<file path="config.mk">
export PLATFORM = sky130hd
export DESIGN_NAME = irq_controller
export DESIGN_NICKNAME = d
export VERILOG_FILES = /design/src/rtl/irq_controller.sv
export SDC_FILE = /design/constraint.sdc
export NUM_CORES = 1
export LEC_CHECK = 0
export CAP_MARGIN = 10
export CORE_MARGIN = 1
export CORE_UTILIZATION = 43
export DETAILED_ROUTE_END_ITERATION = 8
export PLACE_DENSITY = 0.81
export SYNTH_ARGS = -nofsm -noshare
export SYNTH_HDL_FRONTEND = slang
export SYNTH_SLANG_ARGS = --single-unit
</file>
<file path="constraint.sdc">
create_clock -name CLK_I -period 2.49 [get_ports CLK_I]
set_clock_uncertainty 0.1 [all_clocks]
set_input_delay 0.249 -clock CLK_I [delete_from_list [all_inputs] [get_ports CLK_I]]
set_output_delay 0.249 -clock CLK_I [all_outputs]
set_load 0.005 [all_outputs]
</file>
<file path="src/rtl/irq_controller.sv">
// irq_controller: prioritised interrupt controller feeding the CP0 hardware
// interrupt input. Latches up to N_SRC requests (edge or level), applies a
// mask and a nested-priority threshold, and raises a registered IRQ_O for the
// highest-priority eligible source. The CPU claims and retires interrupts
// through a word-addressed register window.
//
// Ports:
//   CLK_I   system clock, rising-edge active
//   RST_I   asynchronous active-high reset
//   ADD_I   word address [4:2] within the controller window
//   WE_I    write enable
//   DAT_I   write data
//   DAT_O   read data, combinational from ADD_I and register state
//   IRQ_IN  source request lines, synchronous to CLK_I
//   IRQ_O   registered interrupt request to CP0
module irq_controller #(
  parameter int unsigned N_SRC = 6
) (
  input  logic             CLK_I,
  input  logic             RST_I,
  input  logic [4:2]       ADD_I,
  input  logic             WE_I,
  input  logic [31:0]      DAT_I,
  output logic [31:0]      DAT_O,
  input  logic [N_SRC-1:0] IRQ_IN,
  output logic             IRQ_O
);

  localparam int unsigned ID_W = 3;

  localparam logic [2:0] A_MASK   = 3'd0;
  localparam logic [2:0] A_MODE   = 3'd1;
  localparam logic [2:0] A_PEND   = 3'd2;
  localparam logic [2:0] A_ACTIVE = 3'd3;
  localparam logic [2:0] A_EOI    = 3'd4;
  localparam logic [2:0] A_INSERV = 3'd5;

  localparam logic [31:0] RSVD_RD = 32'h8000_0000;

  typedef enum logic [0:0] {
    ST_IDLE   = 1'b0,
    ST_ASSERT = 1'b1
  } state_e;

  logic [N_SRC-1:0] mask_q, mask_d;
  logic [N_SRC-1:0] mode_q, mode_d;
  logic [N_SRC-1:0] pend_q, pend_d;
  logic [N_SRC-1:0] inserv_q, inserv_d;
  logic [N_SRC-1:0] irq_q, irq_d;
  state_e           state_q, state_d;
  logic             irq_o_q, irq_o_d;

  logic             wr_mask, wr_mode, wr_pend, wr_claim, wr_eoi;
  logic [N_SRC-1:0] rise;
  logic [N_SRC-1:0] ins_oh;
  logic [N_SRC-1:0] above;
  logic [N_SRC-1:0] eligible;
  logic [N_SRC-1:0] elig_oh;
  logic             valid;
  logic [ID_W-1:0]  active_id;
  logic             id_found;
  logic             claim_fire;
  logic [N_SRC-1:0] claim_clr;
  logic [N_SRC-1:0] w1c;

  // Upper write-data bits have no storage behind them.
  logic unused_dat;
  assign unused_dat = ^DAT_I[31:N_SRC];

  // Bus write decode.
  always_comb begin
    wr_mask  = WE_I && (ADD_I == A_MASK);
    wr_mode  = WE_I && (ADD_I == A_MODE);
    wr_pend  = WE_I && (ADD_I == A_PEND);
    wr_claim = WE_I && (ADD_I == A_ACTIVE);
    wr_eoi   = WE_I && (ADD_I == A_EOI);
  end

  // Priority threshold, eligibility and ACTIVE id selection.
  always_comb begin
    ins_oh    = inserv_q & (~inserv_q + N_SRC'(1));
    // One-hot minus one gives the bits below h; with nothing in service the
    // subtraction wraps to all ones so every source is above threshold.
    above     = ins_oh - N_SRC'(1);
    eligible  = pend_q & mask_q & above;
    valid     = |eligible;
    elig_oh   = eligible & (~eligible + N_SRC'(1));
    active_id = '0;
    id_found  = 1'b0;
    for (int unsigned i = 0; i < N_SRC; i++) begin
      if (eligible[i] && !id_found) begin
        active_id = ID_W'(i);
        id_found  = 1'b1;
      end
    end
  end

  // Register next-state: mask/mode, pending, in-service, edge detect.
  always_comb begin
    rise       = IRQ_IN & ~irq_q;
    irq_d      = IRQ_IN;
    claim_fire = wr_claim && valid;
    claim_clr  = claim_fire ? elig_oh : '0;
    w1c        = wr_pend ? DAT_I[N_SRC-1:0] : '0;

    mask_d = wr_mask ? DAT_I[N_SRC-1:0] : mask_q;
    mode_d = wr_mode ? DAT_I[N_SRC-1:0] : mode_q;

    // Edge bits: a new rise wins over W1C/CLAIM. Level bits track the line.
    pend_d = (mode_q & (rise | (pend_q & ~w1c & ~claim_clr)))
           | (~mode_q & IRQ_IN);

    inserv_d = inserv_q;
    if (claim_fire) begin
      inserv_d = inserv_q | elig_oh;
    end else if (wr_eoi) begin
      inserv_d = inserv_q & ~ins_oh;
    end
  end

  // Request FSM next-state and output.
  always_comb begin
    state_d = state_q;
    irq_o_d = 1'b0;
    case (state_q)
      ST_IDLE: begin
        // A claim of a not-yet-asserted source retires it immediately.
        if (valid && !claim_fire) begin
          state_d = ST_ASSERT;
        end
      end
      ST_ASSERT: begin
        if (!valid || claim_fire) begin
          state_d = ST_IDLE;
        end
      end
      default: state_d = ST_IDLE;
    endcase
    irq_o_d = (state_d == ST_ASSERT);
  end

  // State registers.
  always_ff @(posedge CLK_I or posedge RST_I) begin
    if (RST_I) begin
      mask_q   <= '0;
      mode_q   <= '0;
      pend_q   <= '0;
      inserv_q <= '0;
      irq_q    <= '0;
      state_q  <= ST_IDLE;
      irq_o_q  <= 1'b0;
    end else begin
      mask_q   <= mask_d;
      mode_q   <= mode_d;
      pend_q   <= pend_d;
      inserv_q <= inserv_d;
      irq_q    <= irq_d;
      state_q  <= state_d;
      irq_o_q  <= irq_o_d;
    end
  end

  assign IRQ_O = irq_o_q;

  // Read mux.
  always_comb begin
    DAT_O = RSVD_RD;
    case (ADD_I)
      A_MASK:   DAT_O = 32'(mask_q);
      A_MODE:   DAT_O = 32'(mode_q);
      A_PEND:   DAT_O = 32'(pend_q);
      A_ACTIVE: DAT_O = {valid, 28'b0, active_id};
      A_EOI:    DAT_O = 32'(inserv_q);
      A_INSERV: DAT_O = 32'(inserv_q);
      default:  DAT_O = RSVD_RD;
    endcase
  end

endmodule

</file>
== After elaboration in Yosys (flattened, before gate mapping) ==
Index checks and enable logic that the tools add are counted.
Widths: inputs -> output; s select.
Cells by class
  bitwise logic cells: 21
  $add $sub $neg: 3
  equal/unequal tests: 5
  reductions and logical operators: 24
  multiplexer cells: 18
Operators with widths (count)
  $pmux 32 s5: 1
  $and 6x6->6: 10
  $not 6->6: 7
  $mux 6: 4
  $or 6x6->6: 3
  $add 6x1->6 const B: 2
  $logic_and 1x1->1: 12
  $mux 3: 4
  $mux 1: 8
  $logic_not 1->1: 7
  $eq 3x2->1 const B: 2
  $eq 3x3->1 const B: 2
  $reduce_or 6->1: 1
  $sub 6x1->6 const B: 1
  $eq 3x1->1 const B: 1
  $logic_not 3->1: 1
  $pmux 1 s2: 1
  $reduce_bool 2->1: 1
  $reduce_or 2->1: 1
  $logic_or 1x1->1: 1
  $not 1->1: 1
Storage, ports and cells
  output and inout port bits: 33
  word-level logic and storage cells: 77
  flip-flop bits (word level): 31

== Logic depth before layout (Yosys ltp) ==
Gate-level depths: netlist of the first run.
  depth in word-level cells: 22
  depth in mapped cells: 6

== Least setup slack after synthesis of the first run ==
Ideal clock, no wire load.
  path type: flip-flop to flip-flop
  start point: reg inserv_q[0]
  end point: reg pend_q[3]
  buffers on the path: 0
  cell stages (with the launch flop): 5
  setup slack: 0.665 ns
  data arrival time: 1.604 ns
  required time: 2.269 ns
  path through: dfrtp_1 > nor4_1 > nand3_1 > or3_1 > a22o_1
Between the ends
  longest elaborated chain between the ends: 14
  elaborated cells on any way between the ends: 16
  classes of those cells: add/sub (3); mux (1); bitwise (10); reduce/logical (2)
Ends and longest elaborated chain
  from (decl): line 48  | logic [N_SRC-1:0] inserv_q, inserv_d;
  from (signal assigned): line 156  | inserv_q <= inserv_d;
  $not 6->6: line 81  | ins_oh = inserv_q & (~inserv_q + N_SRC'(1));
  $add 6x1->6: line 81
  $and 6x6->6 *: line 81
  $sub 6x1->6 *: line 84  | above = ins_oh - N_SRC'(1);
  $and 6x6->6 *: line 85  | eligible = pend_q & mask_q & above;
  $not 6->6: line 87  | elig_oh = eligible & (~eligible + N_SRC'(1));
  $add 6x1->6: line 87
  $and 6x6->6: line 87
  $mux 6 *: line 103  | claim_clr = claim_fire ? elig_oh : '0;
  $not 6->6 *: line 110  | pend_d = (mode_q & (rise | (pend_q & ~w1c & ~claim_clr)))
  $and 6x6->6 *: line 110
  $or 6x6->6 *: line 110
  $and 6x6->6 *: line 110
  $or 6x6->6 *: line 111  | | (~mode_q & IRQ_IN);
  net pend_d[3]: line 47  | logic [N_SRC-1:0] pend_q, pend_d;
  to (signal assigned): line 155  | pend_q <= pend_d;
  to (decl): line 47
The timed path passes the listed nets; every way through them passes the cells marked *.
A chain may end at the register's enable or synchronous reset.

== Worst setup path after layout of the first run ==
  start point: in ADD_I[2] in the netlist's numbering
  end point: out DAT_O[1]
Between the ends
  longest elaborated chain between the ends: 3
  elaborated cells on any way between the ends: 8
  classes of those cells: eq/ne (5); mux (1); reduce/logical (2)
Ends and longest elaborated chain
  from (decl): line 21  | input logic [4:2] ADD_I,
  $eq 3x3->1: line 168  | case (ADD_I)
  $reduce_or 2->1 (no line)
  $pmux 32 s5 *: line 168
  to (decl): line 24  | output logic [31:0] DAT_O,
Every way passes the cells marked *; elsewhere a longest branch is shown, timed or not.

==> run_results.csv, run 1 <==
group,metric,value,unit
cells_and_area,register_area,778,sq um
job,cap_violations,0,
route,drt_first_pass_iters,4,
synth,ys_warn_count,0,
floorplanning,die_area,4500,sq um
setup_path,cp_top_family,"buffers and inverters",
global_routing,grt_pass1_wl,6470,microns
synth,synth_cell_types,39,
cells_and_area,multi_input_area,912,sq um
clocking,cts_made_buffers,5,
synth,synthAdderAreaFrac,0,%
synth,synth-xor-area-share,0,%
setup_path,crit_slowest_cell,"clkdlybuf4s50_1",
cells_and_area,syn2layout_area_growth,26.0,%
floorplanning,coreArea,4030,sq um
synth,syn_area,1820,sq um
setup_path,cp.arrival,2060,ps
global_routing,antenna_found_initial,0,
sta,timing.final.hold_violations,0,
synth,synth_mux_area_share,10.2,%
floorplanning,fp.dieW,67.1,microns
sta,fin_ws,76.6,ps
cells_and_area,fin_util,56.9,%
route,routed_wl,3980,microns
power,power.density,771,nW/um^2
power,power_leakage,0.00104,uW
route,drcViolationCount,0,
global_routing,track_usage,19.7,%
cells_and_area,drive_gt1_share,21.8,%
cells_and_area,fillers,338,
synth,synthCells,191,
placed_design,placed_cells,277,
clocking,root_buffer,"clkbuf_8",
synth,ys_seq_area_share,42.6,%
sta,setup_violations,0,
clocking,cts-hold-fix-buffers,0,
cells_and_area,final_cells,288,
synth,synth-simple-area-share,18.5,%
placed_design,dp_hpwl,2940,microns
cells_and_area,n_antenna_cell,0,
synth,synth-seq-cells,31,
floorplanning,fp.dieH,67.1,microns
setup_path,slowest_delay,580,ps
sta,fmax,0.414,GHz
setup_path,startpoint_type,"input pin",
floorplanning,rows,23,
route,ant_nets,0,
clocking,htreeDepth,2,
clocking,clk_path_buf_depth,2,
clocking,clk_pin_slew,70,ps
route,avgViaCountPerCell,5.42,
placed_design,port-buffer-count,25,
setup_path,critPathKind,"in -> out",
route,via_count,1561,
cells_and_area,fin_nets,281,
setup_path,worstPathRequired,2140,ps
worst_hold_path,min_path_type,"in -> async",
global_routing,overflow,0,
clocking,worstSkewPairLatency,290,ps
run_status,status,"completed",
synth,avgSynthCellArea,9.53,sq um
power,ir_worst_vdd,394,uV
clocking,cts_sinks,31,
floorplanning,start_util,45.2,%
setup_path,critical_path_peak_fanout,8,
global_routing,grt_max_degree,32,
sta,finalCriticalPeriod,2410,ps
sta,rsz0062_at_grt,"false",
global_routing,grt_pass1_vias,1346,
sta,drv_slew,0,
clocking,cts_tree,"done",
placed_design,place_ws,28.3,ps
floorplanning,ioPinCount,77,
sta,finalCritPeriodShare,96.9,%
setup_path,end_kind,"output pin",
synth,synth_top_family_by_area,"simple AND/OR/NAND/NOR gates",
power,power,1770,uW
route,drt_iter0_markers,61,
placed_design,place.gp.congestion,0.995,
synth,synth_compound_area_share,15.3,%
route,avgRoutedWirePerCell,13.8,microns
setup_path,crit_path_cell_trace,"clkdlybuf4s50_1 > buf_4 > nor3b_2 > buf_4 > a221o_1 > clkdlybuf4s50_1",
sta,finalSetupTns,0,ps
setup_path,critPathBufInv,4,
[worst reg2reg max path, stage by stage, from the launching register on]
cell and delay (ps):
dfrtp_1 410, and2_1 210, a221o_2 390, buf_4 160
or3_1 390, a22o_1 240
[layer usage]
metal  wire (microns)  share of wire [%]  GRT usage [%]  vias to the layer above
li1                 -                  -              -                      725
met1             1810                 46           27.4                      751
met2             1840                 46           29.1                       77
met3              255                6.4           4.79                        8
met4               65                1.6           7.71                        0
met5                0                  0              0                        -
[registers in the layout (all words and copies together) (netlist names)]
| signal | count |
|---|---|
| IRQ_O | 1 |
| inserv_q | 6 |
| irq_q | 6 |
| mask_q | 6 |
| mode_q | 6 |
| pend_q | 6 |
[stage by stage]
| step | hold WS [ps] | instance area (sq um) |
|---|---|---|
| after floorplan | 180 | 1910 |
| after global placement | 402 | 2140 |
| after detailed placement | 412 | 2140 |
| after CTS | 242 | 2280 |
| after global routing | 295 | 2290 |
| final | 232 | 2290 |
[logic make-up after synthesis]
family | after synthesis
AOI/OAI and AO/OA | 40
buffers and inverters | 36
DFF | 31
muxes | 17
other | 1
and+or+nand+nor | 66
[final timing paths]
kind	to	depth (start not counted)	from	slack, ps
hold / removal	inserv_q[5]	3	RST_I	230
setup reg to reg	pend_q[3]	5	pend_q[0]	500
hold reg to reg	mask_q[2]	1	mask_q[2]	430
min in group CLK_I	irq_q[2]	1	IRQ_IN[2]	330
setup / recovery	DAT_O[1]	6	ADD_I[2]	80
max in group asynchronous	inserv_q[0]	3	RST_I	1750
[Yosys cell counts, drive strengths merged]
cell type   n  share of area (%)
a21boi      1               0.41
dfrtp      31                 43
o21ai       4                1.1
nand2b      1               0.34
nor2        6                1.2
and4bb      1               0.89
clkbuf      4               0.82
nand3       6                1.6
a31oi       3                1.0
a21o        1               0.48
a41oi       1               0.48
inv         5                1.0
and2        3                1.0
a22o        5                2.4
mux2i       4                2.2
a2bb2oi     1               0.48
o32ai       1               0.48
or3         4                1.4
nand3b      1               0.41
conb        1               0.21
a221o       4                2.3
nor4bb      1               0.55
o211ai      1               0.41
nor3b       2                1.1
nor4        3                1.0
nand2      29                6.0
nor2b       4                1.4
a211oi      2               0.82
and3        1               0.34
a21oi      13                3.6
nand4       1               0.34
buf        27                 11
nor3        3               0.82
a22oi       2               0.82
o22a        1               0.48
mux2       13                8.0
[where the power goes]
group	total, uW	internal, uW	switching [uW]	leakage [uW]
clock network	513	323	189	0.0000612
registers	706	610	96.0	0.000371
logic	550	293	257	0.000606
total	1770	1230	543	0.00104
[layout make-up]
class / count / area share (%)
Multi-Input combinational cell: 148 / 39.8
Sequential cell: 31 / 33.9
Timing Repair Buffer: 46 / 17.6
Clock buffer: 6 / 3.60
Tap cell: 50 / 2.73
Clock inverter: 2 / 1.53
Inverter: 5 / 0.818
[what timing repair did]
action                                  in CTS  in global routing
buffers inserted                             3                  0
endpoints found under the setup margin       3                  2
pin swaps                                    6                  0
resized for setup                            6                  3
[cells in the final DEF (no fill, tap or decap), drive strengths merged, types with 2 or more instances in the layout]
cell / instances
conb: 25
nor2: 6
nand2: 29
and2: 3
clkbuf: 6
a22oi: 2
or3: 4
buf: 21
o21ai: 4
mux2i: 4
nand3: 6
nor4: 3
a22o: 5
nor3: 3
mux2: 13
a211oi: 2
a21oi: 13
dfrtp: 31
a221o: 4
inv: 5
nor3b: 2
clkdlybuf4s50: 22
nor2b: 4
dlygate4sd2: 3
a31oi: 3
Power figures use the tool's default switching activity.
==> run 2: changes to the inputs <==
--- a/config.mk
+++ b/config.mk
@@ -9,6 +9,7 @@
 export CORE_MARGIN = 1
 export CORE_UTILIZATION = 43
 export DETAILED_ROUTE_END_ITERATION = 8
+export GPL_ROUTABILITY_DRIVEN = 0
 export PLACE_DENSITY = 0.81
 export SYNTH_ARGS = -nofsm -noshare
 export SYNTH_HDL_FRONTEND = slang
==> run 2 against run 1 <==
Register-to-register slack got worse by 150 ps. Sequential share of layout area fell by 0.80 points. Critical path type unchanged. Combinational power rose by 14%. Critical path depth did not move. Sequential cell count did not move. Clock power barely moved. Total power rose by 4.5%. Fmax fell by 0.71%. Global-route usage rose by 1.4 points. Utilization rose by 1.4 points.
==> run_results.csv, run 2 (synthesis results as in run 1) <==
group,metric,value,unit
setup_path,slowest_delay,660,ps
setup_path,critPathKind,"in -> out",
setup_path,path_common_cell,"clkdlybuf4s50_1",
floorplanning,ioPinCount,77,
clocking,clk_path_buf_depth,2,
setup_path,worstPathRequired,2140,ps
route,drcViolationCount,0,
setup_path,startpoint_type,"input pin",
setup_path,reg2reg_depth,6,
sta,finalCriticalPeriod,2430,ps
route,via_count,1540,
floorplanning,coreArea,4030,sq um
job,cap_violations,0,
clocking,clk_pin_slew,60,ps
placed_design,placed_cells,277,
clocking,cts_sinks,31,
clocking,cts-hold-fix-buffers,0,
power,power_leakage,0.00109,uW
cells_and_area,multi_input_area,935,sq um
global_routing,overflow,0,
clocking,worstSkewPairLatency,290,ps
cells_and_area,n_antenna_cell,0,
cells_and_area,layout_common_cells,"dfrtp_1 (29), nand2_1 (29), conb_1 (25), buf_4 (24), clkdlybuf4s50_1 (21)",
setup_path,crit_slowest_cell,"clkdlybuf4s50_1",
setup_path,crit_path_cell_trace,"clkdlybuf4s50_1 > nor3b_1 > buf_4 > nand2_1 > o21ai_0 > clkdlybuf4s50_1",
floorplanning,rows,23,
run_status,status,"completed",
route,drt_iter0_markers,57,
clocking,cts_tree,"done",
placed_design,dp_hpwl,2950,microns
global_routing,track_usage,21.2,%
route,avgRoutedWirePerCell,14.5,microns
power,ir_worst_vdd,373,uV
worst_hold_path,min_path_type,"in -> async",
cells_and_area,fillers,331,
floorplanning,start_util,45.2,%
cells_and_area,fin_nets,284,
sta,fmax,0.411,GHz
cells_and_area,register_area,778,sq um
sta,finalCritPeriodShare,97.6,%
clocking,htreeDepth,2,
cells_and_area,drive_gt1_share,23.2,%
global_routing,grt_max_degree,32,
power,power.density,787,nW/um^2
global_routing,antenna_found_initial,0,
placed_design,port-buffer-count,25,
floorplanning,die_area,4500,sq um
setup_path,critical_path_peak_fanout,8,
floorplanning,fp.dieW,67.1,microns
floorplanning,fp.dieH,67.1,microns
cells_and_area,fin_area,2350,sq um
placed_design,dpl-instance-area,2140,sq um
sta,drv_slew,0,
global_routing,grt_pass1_wl,6940,microns
setup_path,end_kind,"output pin",
power,power,1850,uW
route,avgViaCountPerCell,5.29,
sta,setup_violations,0,
cells_and_area,syn2layout_area_growth,29.0,%
clocking,cts_made_buffers,5,
setup_path,cp.arrival,2080,ps
route,ant_nets,0,
route,routed_wl,4210,microns
global_routing,grt_pass1_vias,1460,
clocking,root_buffer,"clkbuf_8",
cells_and_area,final_cells,291,
route,drt_first_pass_iters,4,
sta,timing.final.hold_violations,0,
==> run 2: path summary, 6_finish.rpt <==
kind	start	to	slack [ps]
worst max-delay path	ADD_I[3]	DAT_O[3]	60
worst min-delay path	RST_I	mask_q[5]	240
worst max register to register	pend_q[2]	pend_q[3]	350
worst min register to register	mask_q[2]	mask_q[2]	430
max in group asynchronous	RST_I	inserv_q[0]	1750
min in group CLK_I	IRQ_IN[5]	irq_q[5]	330
==> run 2: where the power goes <==
group / leakage (uW) / internal, uW / switching [uW] / total, uW
registers: 0.000371 / 610 / 96.6 / 706
clock network: 0.0000612 / 323 / 189 / 513
logic: 0.000656 / 327 / 302 / 629
==> run 2: worst max-delay path, delay by kind of cell <==
family	cells	cell delay (ps)
buf+inv	3	1380
simple gates	2	370
compound gates	1	90
==> run 2: timing repair <==
action | CTS | global route
pin swaps | 4 | 2
setup endpoints to repair | 3 | 5
buffers inserted | 3 | 3
hold endpoints to repair | 0 | 0
gates resized for setup | 7 | 6
==> run 2: through the flow <==
| step | worst slack, ps | utilization, % | TNS [ps] | hold slack, ps |
|---|---|---|---|---|
| final | 59.3 | 58.3 | 0 | 240 |
| after global routing | -34.5 | 58.3 | -86.4 | 297 |
| after CTS | 0.396 | 57.1 | 0 | 256 |
| after detailed placement | 35.8 | 53.0 | 0 | 413 |
| after global placement | 36.9 | 53.0 | 0 | 402 |
| after floorplan | 665 | - | 0 | 180 |
==> run 2: cell type report <==
class                           count  area share [%]
Tap cell                           50            2.66
Clock inverter                      2            1.49
Clock buffer                        6            3.52
Multi-Input combinational cell    148            39.8
Sequential cell                    31            33.1
Timing Repair Buffer               49            18.6
Inverter                            5           0.799
==> run 2: metal layers <==
metal  global-route usage (%)  vias up  share of wire, %
met1                     27.4      733                43
met3                     5.99       15               6.3
li1                         -      725                 -
met4                     8.24        0               2.9
met5                        0        -                 0
met2                     33.0       67                48
==> run 3: changes to the inputs <==
--- a/config.mk
+++ b/config.mk
@@ -10,7 +10,7 @@
 export CORE_UTILIZATION = 43
 export DETAILED_ROUTE_END_ITERATION = 8
 export GPL_ROUTABILITY_DRIVEN = 0
-export PLACE_DENSITY = 0.81
+export PLACE_DENSITY = 0.78
 export SYNTH_ARGS = -nofsm -noshare
 export SYNTH_HDL_FRONTEND = slang
 export SYNTH_SLANG_ARGS = --single-unit
==> run 3 against run 2 <==
Fmax grew 1.5%. First-iteration DRC count shrank 14%. Sequential share of layout area grew 0.65 points. Sequential cell count is the same. Critical path depth is the same. Final cell count shrank 0.69%. Hold slack gained 3.1 ps. Utilization shrank 1.2 points. Total power shrank 10%. Die area is the same. Clock power shrank 25%. Highest routed layer unchanged. Critical endpoint is now DAT_O[1].
==> run_results.csv, run 3 (synthesis results as in run 1) <==
group,metric,value,unit
setup_path,end_kind,"output pin",
sta,fmax,0.418,GHz
clocking,cts_sinks,31,
power,ir_worst_vdd,425,uV
cells_and_area,drive_gt1_share,22.2,%
cells_and_area,multi_input_area,925,sq um
sta,fin_hold_ws,243,ps
clocking,cts_made_buffers,5,
placed_design,dp_hpwl,2960,microns
global_routing,grt_max_degree,32,
sta,drv_slew,0,
setup_path,critPathKind,"in -> out",
route,drt_iter0_markers,49,
sta,setup_violations,0,
setup_path,startpoint_type,"input pin",
setup_path,crit_slowest_cell,"clkdlybuf4s50_1",
floorplanning,ioPinCount,77,
power,power_frac_seq,42.7,%
route,drcViolationCount,0,
run_status,status,"completed",
clocking,root_buffer,"clkbuf_8",
global_routing,track_usage,19.6,%
cells_and_area,fin_nets,283,
power,pwr-share-comb,34.0,%
sta,rsz0062_at_grt,"false",
cells_and_area,syn2layout_area_growth,26.3,%
setup_path,critical_path_peak_fanout,11,
sta,slew_headroom,67.0,%
route,avgViaCountPerCell,5.19,
cells_and_area,layout_commonest_cell,"dfrtp_1",
setup_path,slowest_delay,570,ps
route,wl_met1,1740,microns
route,drt_first_pass_iters,4,
floorplanning,rows,23,
sta,timing.final.hold_violations,0,
cells_and_area,register_area,777,sq um
route,avgRoutedWirePerCell,13.6,microns
floorplanning,die_area,4500,sq um
cells_and_area,n_antenna_cell,0,
clocking,clk_path_buf_depth,2,
sta,finalCriticalPeriod,2390,ps
cells_and_area,layout_common_cells,"dfrtp_1 (30), nand2_1 (29), conb_1 (25), buf_4 (22), clkdlybuf4s50_1 (21)",
power,p_sw,531,uW
global_routing,antenna_found_initial,0,
cells_and_area,fillers,358,
setup_path,worstPathRequired,2140,ps
sta,tightest_slew,490,ps
power,switching_share,32.0,%
worst_hold_path,min_path_type,"in -> async",
route,routed_wl,3940,microns
power,power.density,722,nW/um^2
global_routing,overflow,0,
route,wl_met2,1900,microns
setup_path,cp.arrival,2040,ps
route,ant_nets,0,
floorplanning,fp.dieH,67.1,microns
route,top_layer_used,"met4",
route,via_count,1500,
route,wl_met3,256,microns
setup_path,cp-endpoint,"DAT_O[1]",
power,clkPwrFrac,23.3,%
placed_design,port-buffer-count,25,
floorplanning,coreArea,4030,sq um
clocking,htreeDepth,2,
setup_path,regToRegSetupSlack,480,ps
global_routing,grt_pass1_wl,6310,microns
setup_path,crit_start,"ADD_I[4]",
power,power_leakage,0.00106,uW
power,p_int,1130,uW
floorplanning,fp.dieW,67.1,microns
setup_path,reg2reg_depth,5,
setup_path,r2r-start,"inserv_q[0]",
placed_design,place_ws,-22.4,ps
clocking,cts-hold-fix-buffers,0,
global_routing,grt_pass1_vias,1348,
clocking,cts_tree,"done",
setup_path,reg2reg_to,"pend_q[4]",
setup_path,crit_path_cell_trace,"clkdlybuf4s50_1 > buf_4 > nor3b_2 > buf_4 > a221o_1 > clkdlybuf4s50_1",
job,cap_violations,0,
floorplanning,start_util,45.2,%
clocking,worstSkewPairLatency,280,ps
sta,fin_ws,96.0,ps
clocking,clk_pin_slew,60,ps
sta,finalCritPeriodShare,96.1,%
run 3: worst max-delay path, delay by kind of cell:
kind / cells / cell delay (ps)
buffers and inverters: 4 / 1380
and+or+nand+nor: 1 / 70
AOI/OAI and AO/OA: 1 / 340
run 3: power by group through the flow:
stage / registers, uW / clock network (uW) / logic, uW
2_1_floorplan: 686 / 0 / 350
6_report: 709 / 387 / 565
3_3_place_gp: 708 / 0 / 506
3_5_place_dp: 714 / 0 / 513
5_1_grt: 723 / 424 / 634
4_1_cts: 702 / 398 / 524
run 3: final cells by class:
| type | count | share of cell area (%) |
|---|---|---|
| clock inverters | 1 | 0.218 |
| well taps | 50 | 2.72 |
| inverters | 5 | 0.816 |
| repair buffers | 48 | 18.7 |
| multi-input cells | 148 | 40.2 |
| clock buffers | 6 | 3.59 |
| flip-flops and latches | 31 | 33.8 |
run 3: worst min path at each step:
stage              start          end
2_1_floorplan  IRQ_IN[0]     irq_q[0]
3_3_place_gp   mask_q[2]    mask_q[2]
3_5_place_dp    irq_q[0]    pend_q[0]
4_1_cts            RST_I    pend_q[2]
5_1_grt            RST_I  inserv_q[5]
6_report           RST_I    pend_q[2]
run 3: timing repair:
action | in CTS | in global routing
endpoints found under the hold margin | 0 | 0
resized for setup | 4 | 8
endpoints found under the setup margin | 5 | 4
setup buffers | 1 | 3
pin swaps | 4 | 4
run 3: metrics by stage:
step                total power, uW  cell area [sq um]  utilization (%)  setup TNS [ps]  std cells
finish                         1660               2300             57.1               0        289
global route                   1780               2300             57.1               0        289
CTS                            1620               2250             55.7           -35.5        286
detailed placement             1230               2140             53.2           -41.8        278
global placement               1210               2140             53.2           -5.70        278
floorplan                      1040               1910                -               0        215
run 3: layer usage:
layer  global-route usage [%]  vias to the layer above
li1                         -                      730
met1                     26.8                      703
met4                     7.98                        0
met3                     5.14                        5
met2                     29.1                       62
met5                        0                        -
